==> src/rtl/backward_arbiter_if.sv <==
// Response-path handshake bundle between the slave response FIFOs, one master's
// response FIFO and its backward_arbiter. Extra ports appear with BACKWARD_ARB_BEAT_CNT_EN.
interface backward_arbiter_if #(
    parameter int masters = 2,
    parameter int slaves  = 2
);
    localparam int SW = $clog2(slaves);
    localparam int MW = $clog2(masters);

    logic [0:slaves-1]         slave_fifo_empty;
    logic [0:slaves-1][MW-1:0] slave_master_dest;
    logic [0:slaves-1]         slave_resp_last;
    logic                      master_fifo_full;
    logic [slaves-1:0]         pop_slave;
    logic                      push_to_fifo;
    logic [SW-1:0]             grant_slave_number;
    logic                      locked;
`ifdef BACKWARD_ARB_BEAT_CNT_EN
    logic [8:0]                beat_count;
    logic                      protocol_error;
`endif

    // Arbiter side.
    modport master (
        input  slave_fifo_empty, slave_master_dest, slave_resp_last, master_fifo_full,
`ifdef BACKWARD_ARB_BEAT_CNT_EN
        output beat_count, protocol_error,
`endif
        output pop_slave, push_to_fifo, grant_slave_number, locked
    );

    // FIFO / environment side.
    modport slave (
        output slave_fifo_empty, slave_master_dest, slave_resp_last, master_fifo_full,
`ifdef BACKWARD_ARB_BEAT_CNT_EN
        input  beat_count, protocol_error,
`endif
        input  pop_slave, push_to_fifo, grant_slave_number, locked
    );
endinterface

==> src/rtl/backward_arbiter.sv <==
// Per-master response arbiter: round-robin over slave FIFOs, grant held for a whole burst.
// Optional beat counter / protocol error outputs when BACKWARD_ARB_BEAT_CNT_EN is defined.
module backward_arbiter #(
    parameter int masters            = 2,
    parameter int slaves             = 2,
    parameter int i_am_master_number = 0
) (
    input  logic                  ACLK,
    input  logic                  ARESET,
    backward_arbiter_if.master    bus
);
    localparam int SW = $clog2(slaves);
    localparam int MW = $clog2(masters);

    typedef enum logic {IDLE, BURST} state_t;

    state_t        state_q, state_d;
    logic [SW-1:0] rr_ptr_q, rr_ptr_d;
    logic [SW-1:0] lock_slave_q, lock_slave_d;

    logic [slaves-1:0] req;
    logic [SW-1:0]     cand;
    logic              cand_valid;
    int                scan_idx;

    logic              push;
    logic [SW-1:0]     grant;
    logic [slaves-1:0] pop;
    logic              last_beat;

    function automatic logic [SW-1:0] next_slave(input logic [SW-1:0] s);
        return (int'(s) == slaves - 1) ? '0 : s + 1'b1;
    endfunction

    generate
        for (genvar gi = 0; gi < slaves; gi++) begin : g_req
            assign req[gi] = ~bus.slave_fifo_empty[gi] &
                             (bus.slave_master_dest[gi] == MW'(i_am_master_number));
        end
    endgenerate

    // Scan downwards so the requester closest to rr_ptr is the one left in cand.
    always_comb begin
        cand       = '0;
        cand_valid = 1'b0;
        scan_idx   = 0;
        for (int k = slaves - 1; k >= 0; k--) begin
            scan_idx = int'(rr_ptr_q) + k;
            if (scan_idx >= slaves) scan_idx = scan_idx - slaves;
            if (req[scan_idx]) begin
                cand       = SW'(scan_idx);
                cand_valid = 1'b1;
            end
        end
    end

    always_comb begin
        state_d      = state_q;
        rr_ptr_d     = rr_ptr_q;
        lock_slave_d = lock_slave_q;
        push         = 1'b0;
        grant        = '0;
        last_beat    = 1'b0;
        if (!ARESET) begin
            case (state_q)
                IDLE: begin
                    grant = cand;
                    push  = cand_valid & ~bus.master_fifo_full;
                    if (push) begin
                        if (bus.slave_resp_last[cand]) begin
                            rr_ptr_d = next_slave(cand);
                        end else begin
                            state_d      = BURST;
                            lock_slave_d = cand;
                        end
                    end
                end
                BURST: begin
                    // Only the locked slave may move until its last beat.
                    grant = lock_slave_q;
                    push  = req[lock_slave_q] & ~bus.master_fifo_full;
                    if (push && bus.slave_resp_last[lock_slave_q]) begin
                        state_d  = IDLE;
                        rr_ptr_d = next_slave(lock_slave_q);
                    end
                end
                default: state_d = IDLE;
            endcase
            last_beat = push & bus.slave_resp_last[grant];
        end
    end

    always_comb begin
        pop = '0;
        if (push) pop[grant] = 1'b1;
    end

    always_ff @(posedge ACLK) begin
        if (ARESET) begin
            state_q      <= IDLE;
            rr_ptr_q     <= '0;
            lock_slave_q <= '0;
        end else begin
            state_q      <= state_d;
            rr_ptr_q     <= rr_ptr_d;
            lock_slave_q <= lock_slave_d;
        end
    end

    assign bus.push_to_fifo       = push;
    assign bus.pop_slave          = pop;
    assign bus.grant_slave_number = grant;
    assign bus.locked             = (state_q == BURST) & ~ARESET;

`ifdef BACKWARD_ARB_BEAT_CNT_EN
    logic [8:0] beat_count_q, beat_count_d;
    logic       protocol_error_q, protocol_error_d;

    always_comb begin
        beat_count_d     = beat_count_q;
        protocol_error_d = protocol_error_q;
        if (push) begin
            if (last_beat) begin
                beat_count_d = '0;
            end else begin
                // A non-last beat at 255 means the burst needs a 257th beat.
                if (beat_count_q == 9'd255) protocol_error_d = 1'b1;
                if (beat_count_q != 9'h1FF) beat_count_d = beat_count_q + 9'd1;
            end
        end
    end

    always_ff @(posedge ACLK) begin
        if (ARESET) begin
            beat_count_q     <= '0;
            protocol_error_q <= 1'b0;
        end else begin
            beat_count_q     <= beat_count_d;
            protocol_error_q <= protocol_error_d;
        end
    end

    assign bus.beat_count     = beat_count_q;
    assign bus.protocol_error = protocol_error_q;
`else
    logic unused_last_beat;
    assign unused_last_beat = last_beat;
`endif
endmodule

==> src/flat_wrapper.sv <==
// flat-port wrapper written by rule: the top's interface ports become plain ports
module backward_arbiter_flat 
#(
    parameter int masters            = 2,
    parameter int slaves             = 2,
    parameter int i_am_master_number = 0
)
  (ACLK, ARESET, bus_slave_fifo_empty, bus_slave_master_dest, bus_slave_resp_last, bus_master_fifo_full, bus_pop_slave, bus_push_to_fifo, bus_grant_slave_number, bus_locked);
  backward_arbiter_if #(.masters(masters), .slaves(slaves)) bus_i ();
  input  logic ACLK;
  input  logic ARESET;
  input wire logic [$bits(bus_i.slave_fifo_empty)-1:0] bus_slave_fifo_empty;
  input wire logic [$bits(bus_i.slave_master_dest)-1:0] bus_slave_master_dest;
  input wire logic [$bits(bus_i.slave_resp_last)-1:0] bus_slave_resp_last;
  input wire logic [$bits(bus_i.master_fifo_full)-1:0] bus_master_fifo_full;
  output wire logic [$bits(bus_i.pop_slave)-1:0] bus_pop_slave;
  output wire logic [$bits(bus_i.push_to_fifo)-1:0] bus_push_to_fifo;
  output wire logic [$bits(bus_i.grant_slave_number)-1:0] bus_grant_slave_number;
  output wire logic [$bits(bus_i.locked)-1:0] bus_locked;
  assign bus_i.slave_fifo_empty = bus_slave_fifo_empty;
  assign bus_i.slave_master_dest = bus_slave_master_dest;
  assign bus_i.slave_resp_last = bus_slave_resp_last;
  assign bus_i.master_fifo_full = bus_master_fifo_full;
  assign bus_pop_slave = bus_i.pop_slave;
  assign bus_push_to_fifo = bus_i.push_to_fifo;
  assign bus_grant_slave_number = bus_i.grant_slave_number;
  assign bus_locked = bus_i.locked;
  backward_arbiter #(.masters(masters), .slaves(slaves), .i_am_master_number(i_am_master_number)) u_core (.ACLK(ACLK), .ARESET(ARESET), .bus(bus_i));
endmodule
==> config.mk <==
export PLATFORM = sky130hd
export DESIGN_NAME = backward_arbiter_flat
export DESIGN_NICKNAME = d
export VERILOG_FILES = /design/src/rtl/backward_arbiter_if.sv /design/src/rtl/backward_arbiter.sv /design/src/flat_wrapper.sv
export SDC_FILE = /design/constraint.sdc
export NUM_CORES = 1
export LEC_CHECK = 0
export CAP_MARGIN = 15
export CORE_AREA = 10 10 47 49
export DETAILED_ROUTE_END_ITERATION = 8
export DIE_AREA = 0 0 57 59
export HOLD_SLACK_MARGIN = 0.08
export PLACE_DENSITY_LB_ADDON = 0.05
export SYNTH_ARGS = -nofsm -noshare
export SYNTH_HDL_FRONTEND = slang
export SYNTH_SLANG_ARGS = --single-unit
==> constraint.sdc <==
create_clock -name ACLK -period 1.5 [get_ports ACLK]
set_input_delay 0.15 -clock ACLK [delete_from_list [all_inputs] [get_ports ACLK]]
set_output_delay 0.15 -clock ACLK [all_outputs]
set_load 0.1 [all_outputs]
Word level (Yosys, flattened, before mapping) --
Cells that the tools add are included.
Cells by class: order comparisons 9, equality and inequality tests 3, add/subtract/negate cells 5, reduce and logical (&&, ||, !) cells 4, bitwise logic cells 15, mux-type cells 37
Operator list (count):
- $lt 32x3->1 const B | 2
- $mux 32 | 2
- $ge 32x3->1 const B | 1
- $sub 32x3->32 const B | 1
- $mux 1 | 29
- $not 1->1 | 8
- $pmux 1 s2 | 4
- $reduce_and 3->1 | 2
- $and 1x1->1 | 5
- $ge 2x2->1 const B | 2
- $lt 1x2->1 const B | 2
- $ne 2x1->1 const B | 2
- $not 1->2 | 2
- $sub 1x2->3 const B | 1
- $add 1x1->1 const B | 2
- $add 1x1->2 const B | 1
- $ge 1x2->1 const B | 1
- $logic_and 1x1->1 | 2
- $mux 2 | 1
- $ne 2x2->1 const B | 1
- $demux 1 s1 | 1
- $ge 1x1->1 const B | 1
Word-level totals: output and inout bits 5, register bits 3, word-level logic and storage cells 76, bits of input ports 9

Logic depth before layout (Yosys ltp) --
word-level depth 15, gate-level depth with buffers 5, gate-level depth less buffers 5

Worst setup path before layout --
OpenSTA, ideal clock, no wires.
path type reg-to-output, start point reg u_core.lock_slave_q, end point out bus_pop_slave[1], data arrival time 3.224 ns, stages on the path, launching flop included 5, path buffers 0, data required time 1.350 ns, setup slack -1.874 ns, cells stage by stage dfxtp_1 nor4_1 o21ai_0 a21oi_1 and2_1
Between the ends: elaborated cells on any way between the ends 13, those cells by class order compare: 2; mux: 9; bitwise: 1; reduce/logical: 1
RTL lines:
- start: declaration | line backward_arbiter.sv:19 | logic [SW-1:0] lock_slave_q, lock_slave_d;
- start signal: assignment | line backward_arbiter.sv:106 | lock_slave_q <= lock_slave_d;
- $mux 1 (not written as such) (2 in series) | line backward_arbiter.sv:81 | push = req[lock_slave_q] & ~bus.master_fifo_full;
- $and 1x1->1 | line backward_arbiter.sv:81
- $pmux 1 s2 | line backward_arbiter.sv:65 | case (state_q)
- $mux 1 | line backward_arbiter.sv:64 | if (!ARESET) begin
- via bus_push_to_fifo | line flat_wrapper.sv:17 | output wire logic [$bits(bus_i.push_to_fifo)-1:0] bus_push_to_fifo;
- $mux 2 | line backward_arbiter.sv:95 | if (push) pop[grant] = 1'b1;
- end: declaration | line flat_wrapper.sv:16 | output wire logic [$bits(bus_i.pop_slave)-1:0] bus_pop_slave;
The timed path passes the listed nets, and every way through them passes these cells. The select of a mux whose other input is x is not followed.

Worst setup path after layout --
start point reg u_core.rr_ptr_q, end point out bus_pop_slave[0]
Between the ends: word-level cells in the longest chain between the ends 15, elaborated cells on any way between the ends 28, those cells by class add/sub: 3; order compare: 4; mux: 19; bitwise: 1; reduce/logical: 1
RTL lines:
- start: declaration | line backward_arbiter.sv:18 | logic [SW-1:0] rr_ptr_q, rr_ptr_d;
- start signal: assignment | line backward_arbiter.sv:105 | rr_ptr_q <= rr_ptr_d;
- $add 1x1->2 | line backward_arbiter.sv:48 | scan_idx = int'(rr_ptr_q) + k;
- $sub 32x3->32 / $ge 32x3->1 (equally long branches) | line backward_arbiter.sv:49 | if (scan_idx >= slaves) scan_idx = scan_idx - slaves;
- $mux 32 | line backward_arbiter.sv:49
- $mux 1 (not written as such) (3 in series) | line backward_arbiter.sv:50 | if (req[scan_idx]) begin
- $mux 1 (2 in series) | line backward_arbiter.sv:50
- $pmux 1 s2 | line backward_arbiter.sv:65
- $mux 1 | line backward_arbiter.sv:64
- $lt 1x2->1 (not written as such) / $ge 1x1->1 (equally long branches) | line backward_arbiter.sv:95
- $logic_and 1x1->1 (not written as such) | line backward_arbiter.sv:95
- $mux 1 (not written as such) | line backward_arbiter.sv:95
- $demux 1 s1
- $mux 2 (*) | line backward_arbiter.sv:95
Mark *: on every way between the ends. The rest lies on a longest branch, timed or not. The select of a mux whose other input is x is not followed.

==> impl_metrics.ini <==
[run_status]
status = finished with violations
violations = negative setup slack

[sta]
worst_slack_ns = -0.1101
timing.final.crit_share_pct = 107.3
slew_viol_final = 0
finClkSkew_ns = 0.0005526
finalSetupTns_ns = -0.2800
fmax_mhz = 621.1
hold_viol = 0
tightest_slew_ns = 0.2662
rsz0062_at_grt = true
setup_viol = 4
slew_headroom_pct = 82.26
fin_crit_ns = 1.610

[die]
rows = 14
fp.dieW_um = 57
die_area_sq_um = 3363
die_h_um = 59
start_util_pct = 18.13
coreArea_sq_um = 1401
io_pins = 14

[hold_path]
hp-class = input pin to flop
holdPathEnd = u_core.state_q$_SDFF_PP0_
worstHoldStart = bus_master_fifo_full
worstHoldPathCells = 4

[drt]
drt_iter0_drc = 1
viasPerCell = 4.554
wl_per_cell_um = 12.77
vias = 337
drt_first_pass_iters = 2
post-route-drc-count = 0
detail-route-antenna-nets = 0
routed_wl_um = 945

[setup_path]
worstSetupEndpointType = output pin
worstPathRequired_ns = 1.35
r2r_setup_slack_ns = -0.05
reg2regPathDepth = 7
timing.rr.end = u_core.rr_ptr_q$_SDFFE_PP0P_
worstSetupPathType = flop to output pin
cp.arrival_ns = 1.46
worstPathMaxFanout = 4
crit_path_start_kind = flop
r2r_start = u_core.rr_ptr_q$_SDFFE_PP0P_

[grt]
grt_pass1_vias = 370
grt_usage_pct = 6.101
antenna_found_initial = 0
grt.overflow.total = 0
grt_first_pass_wirelength_mm = 1.656
grt_max_degree = 7

[clock_tree]
cts_max_level = 1
path_clk_slew_ns = 0.04
clk-insertion-delay-late_ns = 0.23
clock-root-buffer = clkbuf_4
cts_made_buffers = 3
cts_buffer_depth = 2
cts_tree = done
cts.sinks = 3

[yosys]
postSynthAreaPerCell_sq_um = 8.193
synth_seq_cells = 3
synth.net_count = 40
syn_inst = 31
synth.distinct_cells = 20
synth_area_sq_um = 254.0
ys_seq_area_share_pct = 23.65
ys_warn_count = 0

[final_layout]
layout-drive-gt1-share_pct = 63.79
stdcell_count = 74
diodes = 0
layout_common_cells = buf_4, buf_12, nor2_1, dlygate4sd2_1
nFillCells = 146
synthToLayoutAreaGrowth_pct = 151.7
register_area_sq_um = 66.31
mostFrequentLayoutCell = buf_4
multi_input_area_sq_um = 270.3
layout.nets = 68

[run]
maxCapViolCount = 0

[power_and_ir_drop]
p_leak_nw = 0.2489
ir_worst_vdd_mv = 0.6059
power.density_nw_per_um2 = 617.0

[placement]
gp_congestion = 0.7232
placedCellCount = 67
portBuffers = 13
## through the flow
stage | setup WS [ns] | total power, mW | instance area [sq um] | hold WS, ns | utilization [%]
floorplan | -0.3913 | 0.1633 | 300.3 | 0.2150 | -
global placement | -0.3235 | 0.2398 | 553.0 | 0.5674 | 39.46
detailed placement | -0.3257 | 0.2413 | 553.0 | 0.5757 | 39.46
CTS | -0.1911 | 0.3957 | 623.1 | 0.4928 | 44.46
global route | -0.1716 | 0.4208 | 639.4 | 0.4336 | 45.63
finish | -0.1101 | 0.3945 | 639.4 | 0.3872 | 45.63
## kinds of logic (layout without fill, tap and decap cells)
group	count (synthesis)	after routing	share of synthesized area, %
and+or+nand+nor	14	14	35.47
AOI/OAI and AO/OA	9	9	22.17
muxes	4	4	17.24
DFF	3	3	23.65
buffers and inverters	1	28	1.476
## per-layer routing
metal	global-route usage (%)	vias up	routed length (um)
met5	0	-	0
met4	1.007	0	0
met3	5.150	0	113
met2	10.08	10	468
met1	5.840	157	363
li1	-	170	-
## what timing repair did
action	CTS	global route
setup buffers	2	1
hold buffers	0	0
pin swaps	3	4
endpoints found under the setup margin	5	5
gates resized for setup	14	5
## state kept, by name, indices dropped and copies added (netlist names)
register             flops
u_core.lock_slave_q      1
u_core.rr_ptr_q          1
u_core.state_q           1
## worst max-delay path, cell delays in order (launching register included)
cell and delay, ns:
dfxtp_2 0.33, nor3_4 0.14, nor3_4 0.05, mux2_4 0.28, and2b_4 0.26, buf_12 0.16
## layout make-up
cell class | instances | area share [%]
inverters | 1 | 0.5871
clock buffers | 4 | 4.110
flip-flops and latches | 3 | 10.37
multi-input cells | 27 | 42.27
well taps | 16 | 3.131
repair buffers | 23 | 39.53
## synthesized netlist by cell type (all sizes together)
library cell	number	area share, %
nand2	1	1.5
and2b	1	3.0
o21bai	1	3.0
o21a	1	3.0
nor2	5	7.4
o21ai	2	3.9
a21oi	2	3.9
dfxtp	3	24
inv	1	1.5
nor4	1	2.5
nor4b	1	5.9
o22ai	2	4.9
and2	1	2.5
mux2i	1	3.9
mux2	3	13
a32oi	1	3.4
nor2b	2	4.9
nor3	2	7.9
## power by group
| part | internal (mW) | switching [mW] | total (mW) |
|---|---|---|---|
| clock network | 0.0997 | 0.0412 | 0.141 |
| registers | 0.0835 | 0.00515 | 0.0886 |
| logic | 0.0781 | 0.0868 | 0.165 |
| total | 0.261 | 0.133 | 0.394 |
## how the worst max path moves through the flow
| stage | from | slack [ns] | endpoint | cells past startpoint |
|---|---|---|---|---|
| after CTS | u_core.rr_ptr_q$_SDFFE_PP0P_ | -0.19 | bus_pop_slave[0] | 5 |
| after floorplan | u_core.lock_slave_q$_SDFFE_PP0P_ | -0.39 | bus_pop_slave[0] | 4 |
| after global placement | bus_slave_fifo_empty[1] | -0.32 | u_core.rr_ptr_q$_SDFFE_PP0P_ | 6 |
| after detailed placement | bus_slave_fifo_empty[1] | -0.33 | u_core.rr_ptr_q$_SDFFE_PP0P_ | 6 |
| after global routing | u_core.lock_slave_q$_SDFFE_PP0P_ | -0.17 | bus_pop_slave[0] | 5 |
| final | u_core.rr_ptr_q$_SDFFE_PP0P_ | -0.11 | bus_pop_slave[0] | 5 |
No activity file was read; power rests on OpenSTA's default activity.
